[config.mk]
export PLATFORM = sky130hd
export DESIGN_NAME = gray_ptr_receiver_flat
export DESIGN_NICKNAME = d
export VERILOG_FILES = /design/src/rtl/gray_ptr_receiver_if.sv /design/src/rtl/gray_ptr_receiver.sv /design/src/flat_wrapper.sv
export SDC_FILE = /design/constraint.sdc
export NUM_CORES = 1
export LEC_CHECK = 0
export ABC_AREA = 0
export BUFFER_PORTS_ARGS = -buffer_cell sky130_fd_sc_hd__buf_2
export CORE_MARGIN = 5
export CORE_UTILIZATION = 46
export CTS_CLUSTER_DIAMETER = 120
export CTS_CLUSTER_SIZE = 10
export DETAILED_ROUTE_END_ITERATION = 6
export GPL_TIMING_DRIVEN = 0
export HOLD_SLACK_MARGIN = 0.12
export PLACE_DENSITY = 0.73
export SLEW_MARGIN = 0
export SYNTH_ARGS = -nofsm -noshare
export SYNTH_HDL_FRONTEND = slang
export SYNTH_SLANG_ARGS = --single-unit
[constraint.sdc]
create_clock -name clk -period 3.9 [get_ports clk]
set_clock_uncertainty 0.1 [all_clocks]
set_input_delay 0.78 -clock clk [delete_from_list [all_inputs] [get_ports clk]]
set_output_delay 0.78 -clock clk [all_outputs]
set_load 0.05 [all_outputs]
[src/rtl/gray_ptr_receiver_if.sv]
// Pointer-crossing bus between the source-side pointer logic and the
// destination-domain gray_ptr_receiver.
//   master : drives the Gray pointer and the error clear, observes the results
//   slave  : the receiver itself
interface gray_ptr_receiver_if #(
  parameter int WIDTH = 4
);
  logic [WIDTH-1:0] gray_in;
  logic             err_clr;
  logic [WIDTH-1:0] ptr_gray;
  logic [WIDTH-1:0] ptr_bin;
  logic [WIDTH-1:0] delta;
  logic             changed;
  logic             err;

  modport master (
    output gray_in,
    output err_clr,
    input  ptr_gray,
    input  ptr_bin,
    input  delta,
    input  changed,
    input  err
  );

  modport slave (
    input  gray_in,
    input  err_clr,
    output ptr_gray,
    output ptr_bin,
    output delta,
    output changed,
    output err
  );
endinterface

[src/rtl/gray_ptr_receiver.sv]
// gray_ptr_receiver
//   Destination-domain end of an async-FIFO pointer crossing. The Gray pointer
//   is passed through a SYNC_STAGES-deep synchroniser, decoded to binary and
//   registered. The advance since the previous registered value is reported as
//   delta with a one-cycle changed pulse. All flops use the falling clock edge.
//
//   Build option GRAY_CHECK_EN: when defined, a sticky err flag is raised if
//   more than one Gray bit changes between consecutive synchronised samples;
//   err_clr clears it (a simultaneous new violation wins). When undefined the
//   checker is absent, err is constant 0 and err_clr is ignored.
//
//   The interface instance must be built with the same WIDTH as this module.
module gray_ptr_receiver #(
  parameter int WIDTH       = 4,
  parameter int SYNC_STAGES = 2
) (
  input  logic               clk,
  input  logic               rst,
  gray_ptr_receiver_if.slave bus
);

`ifdef GRAY_CHECK_EN
  // True when two or more bits of v are set (clearing the lowest set bit
  // leaves something behind).
  function automatic logic multi_bit_set(input logic [WIDTH-1:0] v);
    logic [WIDTH-1:0] low_cleared;
    low_cleared   = v & (v - {{(WIDTH-1){1'b0}}, 1'b1});
    multi_bit_set = |low_cleared;
  endfunction
`endif

  // Synchroniser chain; index 0 samples gray_in, the last index is the
  // synchronised pointer that alone feeds the decode logic.
  logic [SYNC_STAGES-1:0][WIDTH-1:0] sync_q, sync_d;

  logic [WIDTH-1:0] ptr_gray_q, ptr_gray_d;
  logic [WIDTH-1:0] ptr_bin_q,  ptr_bin_d;
  logic [WIDTH-1:0] delta_q,    delta_d;
  logic             changed_q,  changed_d;
  logic             err_q,      err_d;

  logic [WIDTH-1:0] sync_s;
  logic [WIDTH-1:0] bin_s;

  // Shift the synchroniser and decode the synchronised Gray value.
  always_comb begin
    sync_d    = sync_q;
    sync_d[0] = bus.gray_in;
    for (int i = 1; i < SYNC_STAGES; i++) begin
      sync_d[i] = sync_q[i-1];
    end
    sync_s = sync_q[SYNC_STAGES-1];
    // Binary bit i is the XOR of all Gray bits from i upwards.
    bin_s = '0;
    for (int i = 0; i < WIDTH; i++) begin
      bin_s[i] = ^(sync_s >> i);
    end
  end

  // Next state of the output register stage: pointer, change report, err.
  always_comb begin
    ptr_gray_d = sync_s;
    ptr_bin_d  = bin_s;
    changed_d  = (bin_s != ptr_bin_q);
    if (bin_s != ptr_bin_q) begin
      // Modulo subtraction: wrap from all-ones to zero yields 1.
      delta_d = bin_s - ptr_bin_q;
    end else begin
      delta_d = '0;
    end
`ifdef GRAY_CHECK_EN
    if (multi_bit_set(sync_s ^ ptr_gray_q)) begin
      err_d = 1'b1;
    end else if (bus.err_clr) begin
      err_d = 1'b0;
    end else begin
      err_d = err_q;
    end
`else
    err_d = 1'b0;
`endif
  end

  // All state on the falling edge; asynchronous active-low reset flushes the
  // pipeline so any in-flight sample is discarded.
  always_ff @(negedge clk or negedge rst) begin
    if (!rst) begin
      sync_q     <= '0;
      ptr_gray_q <= '0;
      ptr_bin_q  <= '0;
      delta_q    <= '0;
      changed_q  <= 1'b0;
      err_q      <= 1'b0;
    end else begin
      sync_q     <= sync_d;
      ptr_gray_q <= ptr_gray_d;
      ptr_bin_q  <= ptr_bin_d;
      delta_q    <= delta_d;
      changed_q  <= changed_d;
      err_q      <= err_d;
    end
  end

  assign bus.ptr_gray = ptr_gray_q;
  assign bus.ptr_bin  = ptr_bin_q;
  assign bus.delta    = delta_q;
  assign bus.changed  = changed_q;
  assign bus.err      = err_q;

endmodule

[src/flat_wrapper.sv]
// flat-port wrapper written by rule: the top's interface ports become plain ports
module gray_ptr_receiver_flat 
#(
  parameter int WIDTH       = 4,
  parameter int SYNC_STAGES = 2
)
  (clk, rst, bus_gray_in, bus_err_clr, bus_ptr_gray, bus_ptr_bin, bus_delta, bus_changed, bus_err);
  gray_ptr_receiver_if #(.WIDTH(WIDTH)) bus_i ();
  input  logic clk;
  input  logic rst;
  input wire logic [$bits(bus_i.gray_in)-1:0] bus_gray_in;
  input wire logic [$bits(bus_i.err_clr)-1:0] bus_err_clr;
  output wire logic [$bits(bus_i.ptr_gray)-1:0] bus_ptr_gray;
  output wire logic [$bits(bus_i.ptr_bin)-1:0] bus_ptr_bin;
  output wire logic [$bits(bus_i.delta)-1:0] bus_delta;
  output wire logic [$bits(bus_i.changed)-1:0] bus_changed;
  output wire logic [$bits(bus_i.err)-1:0] bus_err;
  assign bus_i.gray_in = bus_gray_in;
  assign bus_i.err_clr = bus_err_clr;
  assign bus_ptr_gray = bus_i.ptr_gray;
  assign bus_ptr_bin = bus_i.ptr_bin;
  assign bus_delta = bus_i.delta;
  assign bus_changed = bus_i.changed;
  assign bus_err = bus_i.err;
  gray_ptr_receiver #(.WIDTH(WIDTH), .SYNC_STAGES(SYNC_STAGES)) u_core (.clk(clk), .rst(rst), .bus(bus_i));
endmodule
* After elaboration in Yosys (flattened, before gate mapping) *
Index checks and enable logic that the tools add are counted.

cells by class
  reduce and logical (&&, ||, !) cells = 4
  add/subtract/negate cells = 1
  mux-type cells = 1
  equal/unequal tests = 1

operator list
  cell                 count
  XOR reduction 4 bit  4
  2-to-1 mux 4 bit     1
  != test 4 bit        1
  subtractor 4 bit     1

word-level totals
  input bits = 7
  output and inout port bits = 14
  register bits = 21

* Logic depth before layout (Yosys ltp) *
  depth after elaboration = 3
  mapped depth = 8
  depth with buffers taken out = 8

==> results.yml <==
worst_setup_path:
  crit_start: "u_core.bus.ptr_bin[3]"
  slowest_delay_ps: 450
  start_kind: "flop"
  path_cells: "buf_4 -> buf_8"
  cp.arrival_ps: 2960
  critPathBufInv: 2
  r2r_start: "u_core.ptr_gray_d[3]"
  cp_slowest_cell: "dfrtn_1"
  critPathMaxFanout: 4
  critPathCaptureType: "output port"
  worstSetupPathType: "flop to output port"
  required_ps: 3020
  critPathTopFamily: "flip-flops"
logic_synthesis:
  synth_nets: 63
  synth_top_area_share_pct: 67.1
  seq_area_frac_synth_pct: 67.1
  yosysUniqueCellTypes: 20
  synth.avg_cell_area_um2: 14.1
  synth_area_leaders: "dfrtn_1 67%, xor2_2 4.4%, xnor2_1 3.5%"
  synthCells: 53
  ys_warn_count: 0
  synth_seq_cells: 20
  synth.cell_area_um2: 746
  synth_area_leader_cell: "dfrtn_1"
layout:
  multi_input_area_um2: 204
  final_core_util_pct: 61.7
  final_cells: 93
  regArea_um2: 500
  nets: 88
  diodes: 0
  fin_area_um2: 941
  synthToLayoutAreaGrowth_pct: 26.2
  nFillCells: 117
  drive_gt1_share_pct: 40.3
place:
  dp_slack_ps: 250
  io_buffers: 18
  dp_cells: 87
  gp_congestion: 0.784
  placed_area_um2: 856
  hpwl_um: 789
sta:
  setup_violations: 0
  maxSlewViolCount: 0
  rsz0062_at_grt: "yes"
  hold_viol: 0
  setup_slack_ps: 62.0
pwr:
  power_uw: 626
  power_density_nw_per_um2: 665
  leakage_uw: 0.000461
  vdd_drop_max_mv: 0.316
drt:
  ant_nets: 0
  vias: 429
  drc: 0
  wirelength_mm: 1.10
  wl_per_cell_um: 11.9
  first_iter_violations: 0
  via_per_inst: 4.61
  firstDrtPassIters: 1
clock_tree:
  clkTransAtPathRegs_ps: 80
  cts_tree: "yes"
  cts_buffers: 3
  cts_max_level: 1
  cts_root_buffer: "clkbuf_4"
  clkSinkCount: 20
  cts_buffer_depth: 2
  insertion_delay_ps: 300
floorplanning:
  rows: 14
  core_um2: 1520
  die_w_um: 50.3
  initial_core_util_pct: 48.9
  die-area_um2: 2530
  die_h_um: 50.3
  io_pins: 21
global_route:
  grt_start_max_net_pins: 21
  grt_overflow_total: 0
  antenna_found_initial: 0
  gr-usage-all-layers_pct: 10.5
  grt_pass1_vias: 469
  grt_pass1_wl_mm: 1.93
hold_path:
  min-delay-start: "u_core.sync_d[4]"
  hp-class: "flop to flop"
status:
  outcome: "completed"
job:
  max_cap_viol_count: 0
-- placed cells by master, fill, tap and decap left out, drive strengths merged, types with 2 or more instances in the layout --
master,count
xor2,3
buf,21
nor2,2
dfrtn,20
xnor2,4
inv,7
ha,2
clkbuf,4
a21oi,4
-- flip-flops by register name, summed over array words and instances, names as in the netlist --
signal               cells
u_core.bus.changed       1
u_core.bus.ptr_bin       4
u_core.bus.delta         4
u_core.bus.ptr_gray      3
u_core.sync_d            4
u_core.ptr_gray_d        4
-- per-stage QoR --
stage	hold slack, ps	TNS, ps
2_1_floorplan	192	0
3_3_place_gp	194	0
3_5_place_dp	201	0
4_1_cts	202	0
5_1_grt	214	-17.2
6_report	200	0
-- power breakdown --
group | internal (µW) | switching (µW) | total, µW
clock | 104 | 62.0 | 166
combinational | 58.4 | 150 | 209
sequential | 240 | 11.4 | 251
total | 402 | 224 | 626
-- path summary, 6_finish.rpt --
check / slack, ps / endpoint / cells after the start
hold / removal: 200 / u_core.ptr_gray_d[0] / 0
max in group asynchronous: 1240 / u_core.bus.ptr_gray[1] / 1
hold reg to reg: 200 / u_core.ptr_gray_d[0] / 0
setup reg to reg: 1440 / u_core.bus.delta[2] / 8
min in group asynchronous: 2130 / u_core.bus.delta[3] / 1
setup / recovery: 60 / bus_ptr_gray[3] / 2
-- metal layers --
metal | GRT usage, % | vias up | wire length (µm)
li1 | - | 206 | -
met1 | 11.4 | 206 | 424
met2 | 16.3 | 14 | 551
met3 | 4.14 | 3 | 97
met4 | 7.86 | 0 | 30
met5 | 0 | - | 0
-- logic make-up (layout without fill, tap and decap cells) --
kind of cell / after synthesis / after routing / synth area share, %
other: 1 / 1 / 0.503
AOI/OAI and AO/OA: 6 / 6 / 4.19
buffers and inverters: 9 / 33 / 5.54
adders and majority gates: 4 / 4 / 7.38
DFF: 20 / 20 / 67.1
xor gates and xnor gates: 7 / 7 / 11.2
and+or+nand+nor: 6 / 6 / 4.03
-- Yosys cell counts, drive strengths merged --
master	number
ha	2
conb	1
or3	1
maj3	1
xnor2	4
dfrtn	20
xor2	3
nand2	1
o22ai	1
fa	1
a21oi	4
nor2	2
inv	7
o21ai	1
buf	2
nand2b	1
nand3	1
-- final cells by class --
cell class | instances | area share [%]
well taps | 16 | 2.13
plain buffers | 2 | 1.60
clock buffers | 3 | 2.39
inverters | 7 | 2.79
clock inverters | 1 | 3.19
multi-input cells | 24 | 21.7
repair buffers | 20 | 13.0
flip-flops and latches | 20 | 53.2
-- what timing repair did --
item,4_1_cts,5_1_grt
setup endpoints to repair,3,3
gates resized for setup,2,5
setup buffers,2,0
hold buffers,0,0
-- worst reg2reg max path, cell delays in order, from the launching register on --
cell,delay (ps)
dfrtn_1,420
xnor2_2,380
xor2_2,280
xor2_2,130
ha_1,240
fa_1,380
xnor2_1,190
xnor2_1,130
nor2_1,60
Power figures use the tool's default switching activity.
